### src/rtl/fetch_stage_pkg.sv
// Constants shared by the fetch stage and the ID decoder: FSM states, the NOP
// encoding, the sequential PC step and the instruction field positions.
package fetch_stage_pkg;

    typedef enum logic [1:0] {
        ST_REQ  = 2'd0,
        ST_WAIT = 2'd1,
        ST_HOLD = 2'd2
    } fetch_state_e;

    localparam logic [31:0] NOP_INSTR  = 32'h0000_0000;
    localparam int          PC_INCR    = 4;

    localparam int          OPCODE_MSB = 31;
    localparam int          OPCODE_LSB = 26;
    localparam int          FUNC_MSB   = 5;
    localparam int          FUNC_LSB   = 0;

endpackage

### src/rtl/fetch_stage_if_id_reg.sv
// IF/ID pipeline register: flush beats load, load beats hold, and an idle
// cycle without hold inserts a bubble (valid=0, NOP instruction).
module fetch_stage_if_id_reg
    import fetch_stage_pkg::*;
#(
    parameter int ADDR_W = 32
) (
    input  logic              clk,
    input  logic              rst,
    input  logic              load_i,
    input  logic              flush_i,
    input  logic              hold_i,
    input  logic [31:0]       instr_i,
    input  logic [ADDR_W-1:0] pc4_i,
    output logic              valid_o,
    output logic [31:0]       instr_o,
    output logic [ADDR_W-1:0] pc4_o
);

    logic              valid_q;
    logic [31:0]       instr_q;
    logic [ADDR_W-1:0] pc4_q;

    // pc4 is only meaningful while valid, so flushes and bubbles leave it alone
    always_ff @(posedge clk) begin
        if (rst) begin
            valid_q <= 1'b0;
            instr_q <= NOP_INSTR;
            pc4_q   <= '0;
        end else if (flush_i) begin
            valid_q <= 1'b0;
            instr_q <= NOP_INSTR;
        end else if (load_i) begin
            valid_q <= 1'b1;
            instr_q <= instr_i;
            pc4_q   <= pc4_i;
        end else if (!hold_i) begin
            valid_q <= 1'b0;
            instr_q <= NOP_INSTR;
        end
    end

    assign valid_o = valid_q;
    assign instr_o = instr_q;
    assign pc4_o   = pc4_q;

endmodule

### src/rtl/fetch_stage.sv
// Instruction fetch stage: single-outstanding imem requests, a one-entry hold
// buffer for responses that land during a stall, and redirect/squash handling.
module fetch_stage
    import fetch_stage_pkg::*;
#(
    parameter int                ADDR_W   = 32,
    parameter logic [ADDR_W-1:0] RESET_PC = '0
) (
    input  logic              clk,
    input  logic              rst,
    input  logic              stall,
    input  logic              redirect,
    input  logic [ADDR_W-1:0] redirect_pc,
    output logic              imem_req,
    output logic [ADDR_W-1:0] imem_addr,
    input  logic [31:0]       imem_rdata,
    input  logic              imem_rvalid,
    output logic              ifid_valid,
    output logic [31:0]       ifid_instr,
    output logic [ADDR_W-1:0] ifid_pc4,
    output logic [5:0]        ifid_opcode,
    output logic [5:0]        ifid_func
);

    fetch_state_e      state_q;
    logic [ADDR_W-1:0] pc_q;
    logic              discard_q;
    logic              holdValid_q;
    logic [31:0]       holdInstr_q;
    logic [ADDR_W-1:0] holdPc4_q;

    logic [ADDR_W-1:0] pcPlus4;
    logic [ADDR_W-1:0] redirectAligned;
    logic              accept;
    logic              reqIssue;
    logic              outstandingAfter;
    logic              ifidLoad;
    logic [31:0]       ifidInstrIn;
    logic [ADDR_W-1:0] ifidPc4In;

    assign pcPlus4         = pc_q + ADDR_W'(PC_INCR);
    assign redirectAligned = redirect_pc & ~ADDR_W'(3);
    assign accept          = (state_q == ST_WAIT) && imem_rvalid && !discard_q;

    // Back-to-back request on an accepted response keeps 1-cycle memory at full rate
    assign reqIssue = !rst && (((state_q == ST_REQ) && !holdValid_q) ||
                               (accept && !stall && !redirect));
    assign outstandingAfter = ((state_q == ST_WAIT) && !imem_rvalid) || reqIssue;

    assign imem_req  = reqIssue;
    assign imem_addr = (state_q == ST_REQ) ? pc_q : pcPlus4;

    assign ifidLoad    = !stall && (accept || ((state_q == ST_HOLD) && holdValid_q));
    assign ifidInstrIn = (state_q == ST_HOLD) ? holdInstr_q : imem_rdata;
    assign ifidPc4In   = (state_q == ST_HOLD) ? holdPc4_q : pcPlus4;

    // A redirect that leaves a response in flight marks it for discard
    always_ff @(posedge clk) begin
        if (rst) begin
            state_q     <= ST_REQ;
            pc_q        <= RESET_PC;
            discard_q   <= 1'b0;
            holdValid_q <= 1'b0;
            holdInstr_q <= NOP_INSTR;
            holdPc4_q   <= '0;
        end else if (redirect) begin
            pc_q        <= redirectAligned;
            holdValid_q <= 1'b0;
            holdInstr_q <= NOP_INSTR;
            if (outstandingAfter) begin
                discard_q <= 1'b1;
                state_q   <= ST_WAIT;
            end else begin
                discard_q <= 1'b0;
                state_q   <= ST_REQ;
            end
        end else begin
            case (state_q)
                ST_REQ: begin
                    if (reqIssue) begin
                        state_q <= ST_WAIT;
                    end
                end
                ST_WAIT: begin
                    if (imem_rvalid) begin
                        if (discard_q) begin
                            discard_q <= 1'b0;
                            state_q   <= ST_REQ;
                        end else begin
                            pc_q <= pcPlus4;
                            if (stall) begin
                                holdValid_q <= 1'b1;
                                holdInstr_q <= imem_rdata;
                                holdPc4_q   <= pcPlus4;
                                state_q     <= ST_HOLD;
                            end
                        end
                    end
                end
                ST_HOLD: begin
                    if (!stall) begin
                        holdValid_q <= 1'b0;
                        state_q     <= ST_REQ;
                    end
                end
                default: state_q <= ST_REQ;
            endcase
        end
    end

    fetch_stage_if_id_reg #(
        .ADDR_W (ADDR_W)
    ) u_if_id_reg (
        .clk     (clk),
        .rst     (rst),
        .load_i  (ifidLoad),
        .flush_i (redirect),
        .hold_i  (stall),
        .instr_i (ifidInstrIn),
        .pc4_i   (ifidPc4In),
        .valid_o (ifid_valid),
        .instr_o (ifid_instr),
        .pc4_o   (ifid_pc4)
    );

    assign ifid_opcode = ifid_instr[OPCODE_MSB:OPCODE_LSB];
    assign ifid_func   = ifid_instr[FUNC_MSB:FUNC_LSB];

endmodule

### config.mk
export PLATFORM = sky130hd
export DESIGN_NAME = fetch_stage
export DESIGN_NICKNAME = d
export VERILOG_FILES = /design/src/rtl/fetch_stage_pkg.sv /design/src/rtl/fetch_stage_if_id_reg.sv /design/src/rtl/fetch_stage.sv
export SDC_FILE = /design/constraint.sdc
export NUM_CORES = 1
export LEC_CHECK = 0
export CAP_MARGIN = 20
export CORE_MARGIN = 2
export CORE_UTILIZATION = 55
export DETAILED_ROUTE_END_ITERATION = 8
export DONT_BUFFER_PORTS = 1
export HOLD_SLACK_MARGIN = 0.03
export PLACE_DENSITY = 0.7
export SYNTH_ARGS = -nofsm -noshare
export SYNTH_HDL_FRONTEND = slang
export SYNTH_SLANG_ARGS = --single-unit
### constraint.sdc
create_clock -name clk -period 3.2 [get_ports clk]
set_input_delay 0.64 -clock clk [delete_from_list [all_inputs] [get_ports clk]]
set_output_delay 0.64 -clock clk [all_outputs]
set_load 0.05 [all_outputs]
=== Word level (Yosys, flattened, before mapping) ===
Cells that the tools add are included.

* Register bits after elaboration: 165
* Input port bits: 69
* Word-level logic and storage cells: 83

* $add $sub $neg: 1
* Equal/unequal tests: 12
* Muxes and demuxes: 27
* Bitwise gates (word level): 2
* Reduce and logical (&&, ||, !) cells: 31

{| class="wikitable"
|+ Operators with widths
! operator !! count
|-
| $mux 32 || 9
|-
| $add 32x3->32 const B || 1
|-
| $mux 2 || 6
|-
| $mux 1 || 10
|-
| $ne 2x2->1 const B || 5
|-
| $reduce_and 5->1 || 2
|-
| $logic_and 1x1->1 || 9
|-
| $ne 3x3->1 const B || 3
|-
| $reduce_and 4->1 || 2
|-
| $logic_not 1->1 || 6
|-
| $pmux 2 s3 || 1
|-
| $reduce_and 3->1 || 2
|-
| $reduce_bool 2->1 || 3
|-
| $ne 4x4->1 const B || 1
|-
| $reduce_and 2->1 || 2
|-
| $logic_or 1x1->1 || 3
|-
| $eq 2x1->1 const B || 1
|-
| $eq 2x2->1 const B || 1
|-
| $logic_not 2->1 || 1
|-
| $ne 2x1->1 const B || 1
|-
| $not 1->1 || 2
|-
| $pmux 1 s2 || 1
|-
| $reduce_or 2->1 || 1
|}

=== Logic depth before layout (Yosys ltp) ===
* Depth after elaboration: 10
* Gate-level depth with buffers: 8

=== Modules after synthesis ===
From an unflattened synthesis, not the netlist that was laid out.

* Cells, all modules: 1036
* Area total of the unflattened synthesis: 8326.7 um^2

{| class="wikitable"
|+ Modules (own cells, without submodules)
! module !! times used !! cells an instance !! area an instance (um^2) !! seq. area each (um^2)
|-
| fetch_stage || 1 || 748 || 5813.1 || 1921.8
|-
| fetch_stage_if_id_reg || 1 || 288 || 2513.7 || 1301.2
|}

=== Worst setup path after synthesis ===
Ideal clock, no wire load.

* Path kind: reg-to-output
* From: register pc_q[3]
* To: output imem_addr[26]
* Arrival: 2253 ps
* Required time: 2560 ps
* Path slack: 307 ps
* Stages on the path, launching flop included: 7
* Path buffers: 0
* Cells stage by stage: dfxtp_1 -> ha_1 -> nand3_1 -> nor2_2 -> nand2_1 -> nor3_1 -> xor2_1

* Word-level cells in the longest chain between the ends: 2

{| class="wikitable"
|+ Ends and longest elaborated chain
! what !! line !! RTL
|-
| start: declaration || fetch_stage.sv:26 || <nowiki>logic [ADDR_W-1:0] pc_q;</nowiki>
|-
| start signal: assignment || fetch_stage.sv:67 || <nowiki>pc_q <= redirectAligned;</nowiki>
|-
| start signal: assignment || fetch_stage.sv:90 || <nowiki>pc_q <= pcPlus4;</nowiki>
|-
| $add 32x3->32 || fetch_stage.sv:41 || <nowiki>assign pcPlus4 = pc_q + ADDR_W'(PC_INCR);</nowiki>
|-
| $mux 32 || fetch_stage.sv:51 || <nowiki>assign imem_addr = (state_q == ST_REQ) ? pc_q : pcPlus4;</nowiki>
|-
| end: declaration || fetch_stage.sv:15 || <nowiki>output logic [ADDR_W-1:0] imem_addr,</nowiki>
|}

No other way between the ends.

=== Final worst setup path ===
* From: register pc_q[11]
* To: output imem_addr[31]

The elaborated chain is that of the path after synthesis.

==> metrics <==
Hold Crit Class=input pin to flop; Crit Path Category=flop to output pin; Slew HR=between 20 and 30%; kind of start point of the critical path=flop; VDD IR max=0.000397 V; worst slack, placed=between 500 and 600 ps; total gr overflow=0; Synth Cell Area=about 8000 um^2; fmax=327 MHz; # DRC=0; Die X=124 um; largest net degree at the start of global routing=91; H-tree Lvls=4; via density per instance=5.65; Critical Path End Type=output pin; Reg clk slew, reported paths=~60 ps; Syn Area/Cell=7.66 um^2; Die Area=about 15000 um^2; Synth Flop Type=dfxtp_1; post-route minimum period=3060 ps; n_diodes=0; PwrDens=between 500 and 600 nW/um^2; Setup-failing EPs final=0; top cell type's share of synthesized area=40.2%; CTS resizes=0; status=finished clean; P_leak=3.18 nW; cts bufs inserted=17; Max-cap violations=0; Routed Antenna Nets=0; Yosys warning total=0; clock latency on the worst-skew pair=420 ps; post-route setup slack=144 ps; Initial Util=56.6%; fin nets=1064; Routed WL=19.5 mm; post-synthesis cell type count=between 50 and 60; clock sink count=159; GPL Wtd Cong=0.876; sequential share of the synthesized area=about two fifths; RSZ-0062 raised after global routing=false; port bufs=0; drt wl/cell=16.5 um; vias in the first global route=5867; worst-path fanout max=13; first-pass GRT wire length=between 30 and 40 mm; initial antenna violation count=0; Worst Path Required=2560 ps; Die Height=124 um; Post-synth EDFFs=0; num rows=43; part of the cycle the worst path needs=95.5%; Detailed Place HPWL=~13 mm; drt pass-1 iters=5; number of synthesized register bits=159; Mapped Cells=1035; Vias=approximately 6.7k; core area=14000 um^2; layout cell share with drive strength beyond 1=between 10% and 20%; final hold vios=0; Async S/R FF share, synth=0%; fin util=61.8%; post-cts hold buffer count=0; total power=4.67 mW; I/O pin count=around 180; critical path arrival=2420 ps; Tot GR Track Use=25.2%; Initial DRC Count=about 520; CTS tree=yes; measured slew at the worst slew-check pin=1070 ps; Max Slew Vio Count=0; Post-CTS Setup Repair Bufs=0; Clock Tree Root=clkbuf_16; Setup TNS=0 ps; Synth area leaders=dfxtp_1, nand2_1, a21oi_1; Synth area leader=dfxtp_1; Clock Tree Buf Depth=2; Fin Clk Skew=between 8 and 9 ps; Area Growth Syn to Fin=9.08%
## registers in the layout, summed over array words and instances, names as in the netlist
name / flops
holdInstr_q: 32
u_if_id_reg.instr_o: 32
holdPc4_q: 30
pc_q: 30
u_if_id_reg.pc4_o: 30
state_q: 2
discard_q: 1
holdValid_q: 1
u_if_id_reg.valid_o: 1
## report_power, final
group | internal (mW) | total, mW | switching (mW) | leakage, nW
Clock | 1.29 | 2.10 | 0.816 | 0.300
Sequential | 2.03 | 2.13 | 0.104 | 1.29
Combinational | 0.142 | 0.437 | 0.294 | 1.59
## Yosys cell counts, types with 3 or more instances
library cell,instances
a211o_1,5
a211oi_1,36
a211oi_2,6
a21o_1,3
a21oi_1,137
and2_1,5
and3_1,14
and4_1,3
buf_1,6
buf_2,30
buf_4,24
clkbuf_1,53
dfxtp_1,159
inv_1,4
mux2i_1,5
nand2_1,196
nand3_1,19
nand3_2,3
nand4_1,22
nor2_1,137
nor3_1,14
nor4_1,6
o21ai_0,14
o22ai_1,11
or3_1,3
xnor2_1,35
xor2_1,50
## worst max-delay path: stages (launching register included)
cell,delay (ps)
dfxtp_1,530
nand4_1,290
nor3_2,170
buf_4,210
nand4_1,170
nor2_1,170
xor2_1,210
buf_4,230
## final timing paths
| kind | start | endpoint | slack (ps) | cells past startpoint |
|---|---|---|---|---|
| worst max-delay path | pc_q[11] | imem_addr[31] | 140 | 7 |
| worst min-delay path | rst | holdPc4_q[24] | 280 | 1 |
| worst max register to register | state_q[1] | u_if_id_reg.pc4_o[29] | 840 | 7 |
| worst min register to register | holdInstr_q[17] | holdInstr_q[17] | 450 | 2 |
## layer usage
layer	track usage [%]	vias to the layer above	part of all wire, %
met2	39.2	176	46
met5	0	-	0
met3	6.04	29	6.5
met4	8.29	0	1.6
met1	34.4	3118	45
li1	-	3382	-
## stage by stage
stage               instances  area (um^2)  hold slack (ps)
floorplan                1038         7940              437
global placement         1155         8020              440
detailed placement       1155         8020              445
CTS                      1187         8630              273
global route             1187         8640              268
finish                   1187         8640              280
## placed cells by master (no fill, tap or decap), drive strengths merged, types with 3 or more instances in the layout
cell    instances
nand2         196
dfxtp         159
nor2          139
a21oi         137
buf            53
xor2           50
a211oi         42
xnor2          35
nand4          24
nand3          22
clkbuf         22
and3           16
nor3           15
o21ai          14
o22ai          11
nor4            8
clkinv          7
and2            6
mux2i           5
a211o           5
inv             4
conb            4
and4            3
a21o            3
or3             3
bufinv          3
## cell type report
| type | count | area, um^2 |
|---|---|---|
| clock inverter | 10 | 135 |
| tap | 180 | 225 |
| clock buffer | 22 | 474 |
| multi-input combinational | 758 | 4180 |
| sequential | 159 | 3180 |
| timing repair buffer | 53 | 423 |
| fill | 1293 | 5350 |
| inverter | 5 | 18.8 |
## kinds of logic after synthesis
family	count (synthesis)	share of synthesized area (%)
flops	159	40.2
buf+inv	121	7.61
simple gates	442	25.4
mux	5	0.632
other cells	1	0.0473
xor+xnor	85	9.40
compound gates	221	16.6
fa+ha+maj	1	0.158
(Power assumes the default switching activity.)
==> RTL edit 1 (same flow settings) <==
`ADDR_W` is set to 32 in 2 places; all go to 24.
--- a/src/rtl/fetch_stage_if_id_reg.sv
+++ b/src/rtl/fetch_stage_if_id_reg.sv
@@ -3,7 +3,7 @@
 module fetch_stage_if_id_reg
     import fetch_stage_pkg::*;
 #(
-    parameter int ADDR_W = 32
+    parameter int ADDR_W = 24
 ) (
     input  logic              clk,
     input  logic              rst,
--- a/src/rtl/fetch_stage.sv
+++ b/src/rtl/fetch_stage.sv
@@ -3,7 +3,7 @@
 module fetch_stage
     import fetch_stage_pkg::*;
 #(
-    parameter int                ADDR_W   = 32,
+    parameter int                ADDR_W   = 24,
     parameter logic [ADDR_W-1:0] RESET_PC = '0
 ) (
     input  logic              clk,
Interface: changed (resized ifid_pc4, imem_addr and redirect_pc); port bits go from 179 to 155. No check against the original RTL was run, so the function may have changed too.
==> RTL edit 1 against the original RTL <==
- power shrank 16%
- sequential cell count shrank 24
- setup slack lost 0.11 ns
- count of clock-buffer cells in the layout grew 1
- critical endpoint is now imem_addr[20]
- final area shrank 17%
- register-to-register slack lost 0.06 ns
- synthesized cell count shrank 16%
- wire length shrank 19%
- clock skew shrank 0.0029 ns
- fmax shrank 3.4%
- final cell count shrank 16%
- hold slack gained 0.019 ns
- synthesized area shrank 17%
==> RTL edit 1: results (changes against the original RTL) <==
metric,value,unit,change
ys_seq_area_share,40.96,%,+0.79 points
yosys-top-cells-area,"dfxtp_1, a21oi_1, nand2_1",,
ir_drop,334.4,uV,-16%
relSlewSlack,32.71,%,+4.2 points
reg2reg_to,u_if_id_reg.pc4_o[4],,
dp_cells,964,,-17%
clockBufferDepth,2,,unchanged
place_area,0.006630,sq mm,-17%
wire_per_inst,15.78,um,-4.1%
sw_frac_of_total,25.90,%,-0.083 points
hold_end,pc_q[3],,
drive_above_1_share,10.69,%,-0.43 points
fin_nets,900,,-15%
cellLeakagePower,2.665,nW,-16%
wl_met3,896,um,-29%
track_usage,24.57,%,-0.62 points
worst-r2r-cell-count,6,,-1
fillerInstances,1057,,-18%
rrSetupSlack,0.78,ns,-0.06 ns
grt_pass1_wl,25530,um,-16%
grt_pass1_vias,5370,,-8.5%
crit_arrival,2.52,ns,+0.10 ns
firstDrtPassIters,5,,unchanged
drt-initial-drc-count,518,,-1.1%
insertion_delay,0.41,ns,
io_buffer_count,0,,unchanged
worstHoldPathCells,1,,unchanged
place_hpwl,10340,um,-19%
crit_fanout,6,,-7
yosys-top-cells-count,"nand2_1, dfxtp_1, a21oi_1",,
met1Wirelength,6896,um,-22%
vias,5652,,-16%
clockRootBuffer,clkbuf_16,,
wl_met2,7627,um,-16%
syn_inst,867,,-16%
status,"complete, no violations",,
yosys_warnings,0,,unchanged
grt_max_degree,63,,-31%
viasPerCell,5.663,,+0.26%
fin_hold_ws,0.2985,ns,+0.01892 ns
gp_congestion,0.8696,,-0.76%
reg2reg_from,state_q[1],,
finClkSkew,0.005644,ns,-0.002906 ns
async_flop_share,0,%,unchanged
path_clk_slew,0.06,ns,about the same
-- RTL edit 1: worst max-delay path by stage --
stage / to / slack, ns / start / cells after the start
after detailed placement: imem_addr[20] / 0.40 / pc_q[3] / 6
after global routing: imem_addr[16] / -0.004 / pc_q[6] / 6
final: imem_addr[20] / 0.04 / pc_q[11] / 5
after floorplan: imem_addr[20] / 0.25 / pc_q[3] / 7
after global placement: imem_addr[20] / 0.42 / pc_q[3] / 6
after CTS: imem_addr[20] / 0.05 / pc_q[11] / 5
-- RTL edit 1: kinds of logic (layout without fill, tap and decap cells) --
family	Yosys count	count (layout)	synth area share, %
and+or+nand+nor	362	362	24.80
AOI/OAI and AO/OA	199	199	17.39
muxes	4	4	0.6068
DFF	135	135	40.96
xor gates and xnor gates	56	56	7.546
adders and majority gates	1	1	0.1896
buffers and inverters	109	90	8.456
other	1	4	0.05683
-- RTL edit 1: final cells by class --
cell class,count,area share [%]
Clock buffer,23,6.354
Sequential cell,135,37.55
Inverter,19,0.9896
Multi-Input combinational cell,626,46.89
Tap cell,147,2.552
Timing Repair Buffer,39,4.583
Clock inverter,9,1.076
-- RTL edit 1: critical path: stages (launching register included) --
cell	delay, ns
dfxtp_1	0.51
nand4_4	0.23
or4_4	0.62
or3_4	0.40
xnor2_2	0.19
buf_12	0.16
-- RTL edit 1: timing repair --
item                       4_1_cts  5_1_grt
pin swaps                        0        1
hold endpoints to repair         0        0
setup endpoints to repair        1        3
gates resized for setup          2        3
setup buffers                    0        1
-- RTL edit 1: metrics by stage --
step | setup TNS [ns] | utilization, % | worst slack (ns)
4_1_cts | 0 | 60.45 | 0.04584
5_1_grt | -0.004391 | 60.76 | -0.004391
6_report | 0 | 60.76 | 0.03652
3_3_place_gp | 0 | 55.90 | 0.4190
3_5_place_dp | 0 | 55.90 | 0.3988
2_1_floorplan | 0 | - | 0.2458
-- RTL edit 1: routing by layer --
metal	vias up	GRT usage (%)
met1	2637	30.78
met2	176	40.52
met5	-	0
li1	2812	-
met4	0	11.63
met3	27	5.260
-- RTL edit 1: power by group through the flow --
stage	registers, mW	clock network (mW)	logic, mW
after floorplan	1.81	0	0.333
after global placement	1.84	0	0.354
after detailed placement	1.84	0	0.359
after CTS	1.80	1.81	0.362
after global routing	1.81	1.88	0.393
final	1.80	1.78	0.362
==> RTL edit 2 (same flow settings) <==
Without the edit above. Encoding of `fetch_state_e`: now one-hot (3 bits for 3 states).
--- a/src/rtl/fetch_stage_pkg.sv
+++ b/src/rtl/fetch_stage_pkg.sv
@@ -2,10 +2,10 @@
 // encoding, the sequential PC step and the instruction field positions.
 package fetch_stage_pkg;
 
-    typedef enum logic [1:0] {
-        ST_REQ  = 2'd0,
-        ST_WAIT = 2'd1,
-        ST_HOLD = 2'd2
+    typedef enum logic [2:0] {
+        ST_REQ  = 3'b001,
+        ST_WAIT = 3'b010,
+        ST_HOLD = 3'b100
     } fetch_state_e;
 
     localparam logic [31:0] NOP_INSTR  = 32'h0000_0000;
Behaviour: no difference found for any inputs over 4 cycles, from zero or initial values and one cycle with rst high; so few cycles prove little.
==> RTL edit 2 against the original RTL <==
- setup slack worse by 0.040 ns
- first-iteration DRC count is 22% higher
- wire length is 5.3% higher
- critical path depth is 1 lower
- power is 4.2% higher
- core utilization is 0.35 points lower
- largest power group is now clock
- sequential cell count is 1 higher
- clock power is 7% higher
- sequential share of layout area is 0.52 points lower
- final area is 2.1% higher
- synthesized area is 0.84% higher
==> RTL edit 2: results (changes against the original RTL) <==
metric,value,unit,change
status,"complete, no violations",,
final_cells,1199,,+1.0%
grt_pass1_wl,33130,um,+9.5%
drive_above_1_share,12.12,%,+1.0 points
power,4.868,mW,+4.2%
gp_congestion,0.8812,,+0.56%
fillerInstances,1302,,+0.70%
ys.flop_type,dfxtp_1,,
ys_seq_area_share,40.09,%,-0.083 points
postCtsSetupRepairBufs,0,,unchanged
place_hpwl,13600,um,+7.1%
crit_fanout,10,,-3
sw_frac_of_total,25.79,%,-0.19 points
clk-power,2.24,mW,+7%
yosys_warnings,0,,unchanged
yosys-top-cells-area,"dfxtp_1, nand2_1, nor2_1",,
ctsResizeCount,1,,+1
synth-xor-area-share,8.660,%,-0.74 points
clockRootBuffer,clkbuf_16,,
path_clk_slew,0.06,ns,about the same
wire_per_inst,17.16,um,+4.3%
yosysUniqueCellTypes,60,,+3.4%
synth_mux_area_share,0,%,-0.63 points
yosys-top-cells-count,"nand2_1, dfxtp_1, nor2_1",,
firstDrtPassIters,6,,+1
clockBufferDepth,2,,unchanged
io_buffer_count,0,,unchanged
place_area,0.008150,sq mm,+1.7%
synth-compound-area-share,17.46,%,+0.88 points
track_usage,26.18,%,+1.0 points
syn_area_per_cell,7.765,sq um,+1.4%
grt_max_degree,96,,+5.5%
insertion_delay,0.42,ns,about the same
n_antenna_cell,0,,unchanged
drt-initial-drc-count,640,,+22%
hold_class,input pin to register,,
crit_path_start,pc_q[3],,
cts_buffers,17,,unchanged
htreeDepth,4,,unchanged
finClkSkew,0.006982,ns,-0.001568 ns
fin_util,61.44,%,-0.35 points
grt_pass1_vias,6227,,+6.1%
async_flop_share,0,%,unchanged
seq-power,2.11,mW,
fin_nets,1072,,+0.75%
reg2reg_from,state_q[2],,
cellLeakagePower,3.116,nW,-1.9%
min_from,rst,,
yosys.area_share.adder,0.1566,%,-0.0013 points
ir_drop,355.5,uV,-11%
vias,6965,,+3.9%
place_ws,0.4463,ns,-0.05447 ns
crit_arrival,2.46,ns,+0.04 ns
tightest_slew,0.9911,ns,-0.08028 ns
RTL edit 2: cell types whose count changed after synthesis, sizes merged, moves of 9 or more:
| cell | unedited run | this run |
|---|---|---|
| a21oi | 137 | 68 |
| a22oi | 0 | 45 |
| and3 | 16 | 7 |
| buf | 61 | 35 |
| clkbuf | 55 | 76 |
| nand2 | 196 | 230 |
| nor2 | 139 | 119 |
| xnor2 | 35 | 48 |
| xor2 | 50 | 31 |
RTL edit 2: routing by layer:
layer	global-route usage (%)	vias up	share of wire, %
met3	6.400	41	8.2
met4	8.394	0	2.5
met2	36.58	294	42
met1	39.45	3204	47
li1	-	3426	-
met5	0	-	0
RTL edit 2: path summary, 6_finish.rpt:
path / slack (ns) / endpoint / cells past startpoint
max: 0.10 / imem_addr[24] / 6
min: 0.28 / u_if_id_reg.pc4_o[8] / 1
max reg2reg: 0.85 / u_if_id_reg.pc4_o[17] / 5
min reg2reg: 0.45 / holdPc4_q[3] / 2
RTL edit 2: cell type report:
cell class	instances	area share [%]
multi-input cells	750	47.82
repair buffers	62	5.414
clock buffers	20	5.060
flip-flops and latches	160	36.31
clock inverters	12	2.324
inverters	11	0.4677
well taps	184	2.608
RTL edit 2: cell families (layout without fill, tap and decap cells):
| group | after synthesis | in the layout |
|---|---|---|
| AND/OR/NAND/NOR | 457 | 457 |
| AO/OA/AOI/OAI | 209 | 209 |
| flip-flops | 160 | 160 |
| buffers and inverters | 122 | 105 |
| XOR/XNOR | 79 | 79 |
| adder cells (fa/ha/maj) | 1 | 1 |
| other | 1 | 4 |
RTL edit 2: worst max-delay path, stage by stage, from the launching register on:
cell and delay, ns:
dfxtp_2 0.38, ha_2 0.22, nand3_4 0.16, or4_4 0.59
nor4_2 0.30, xor2_1 0.17, buf_4 0.22
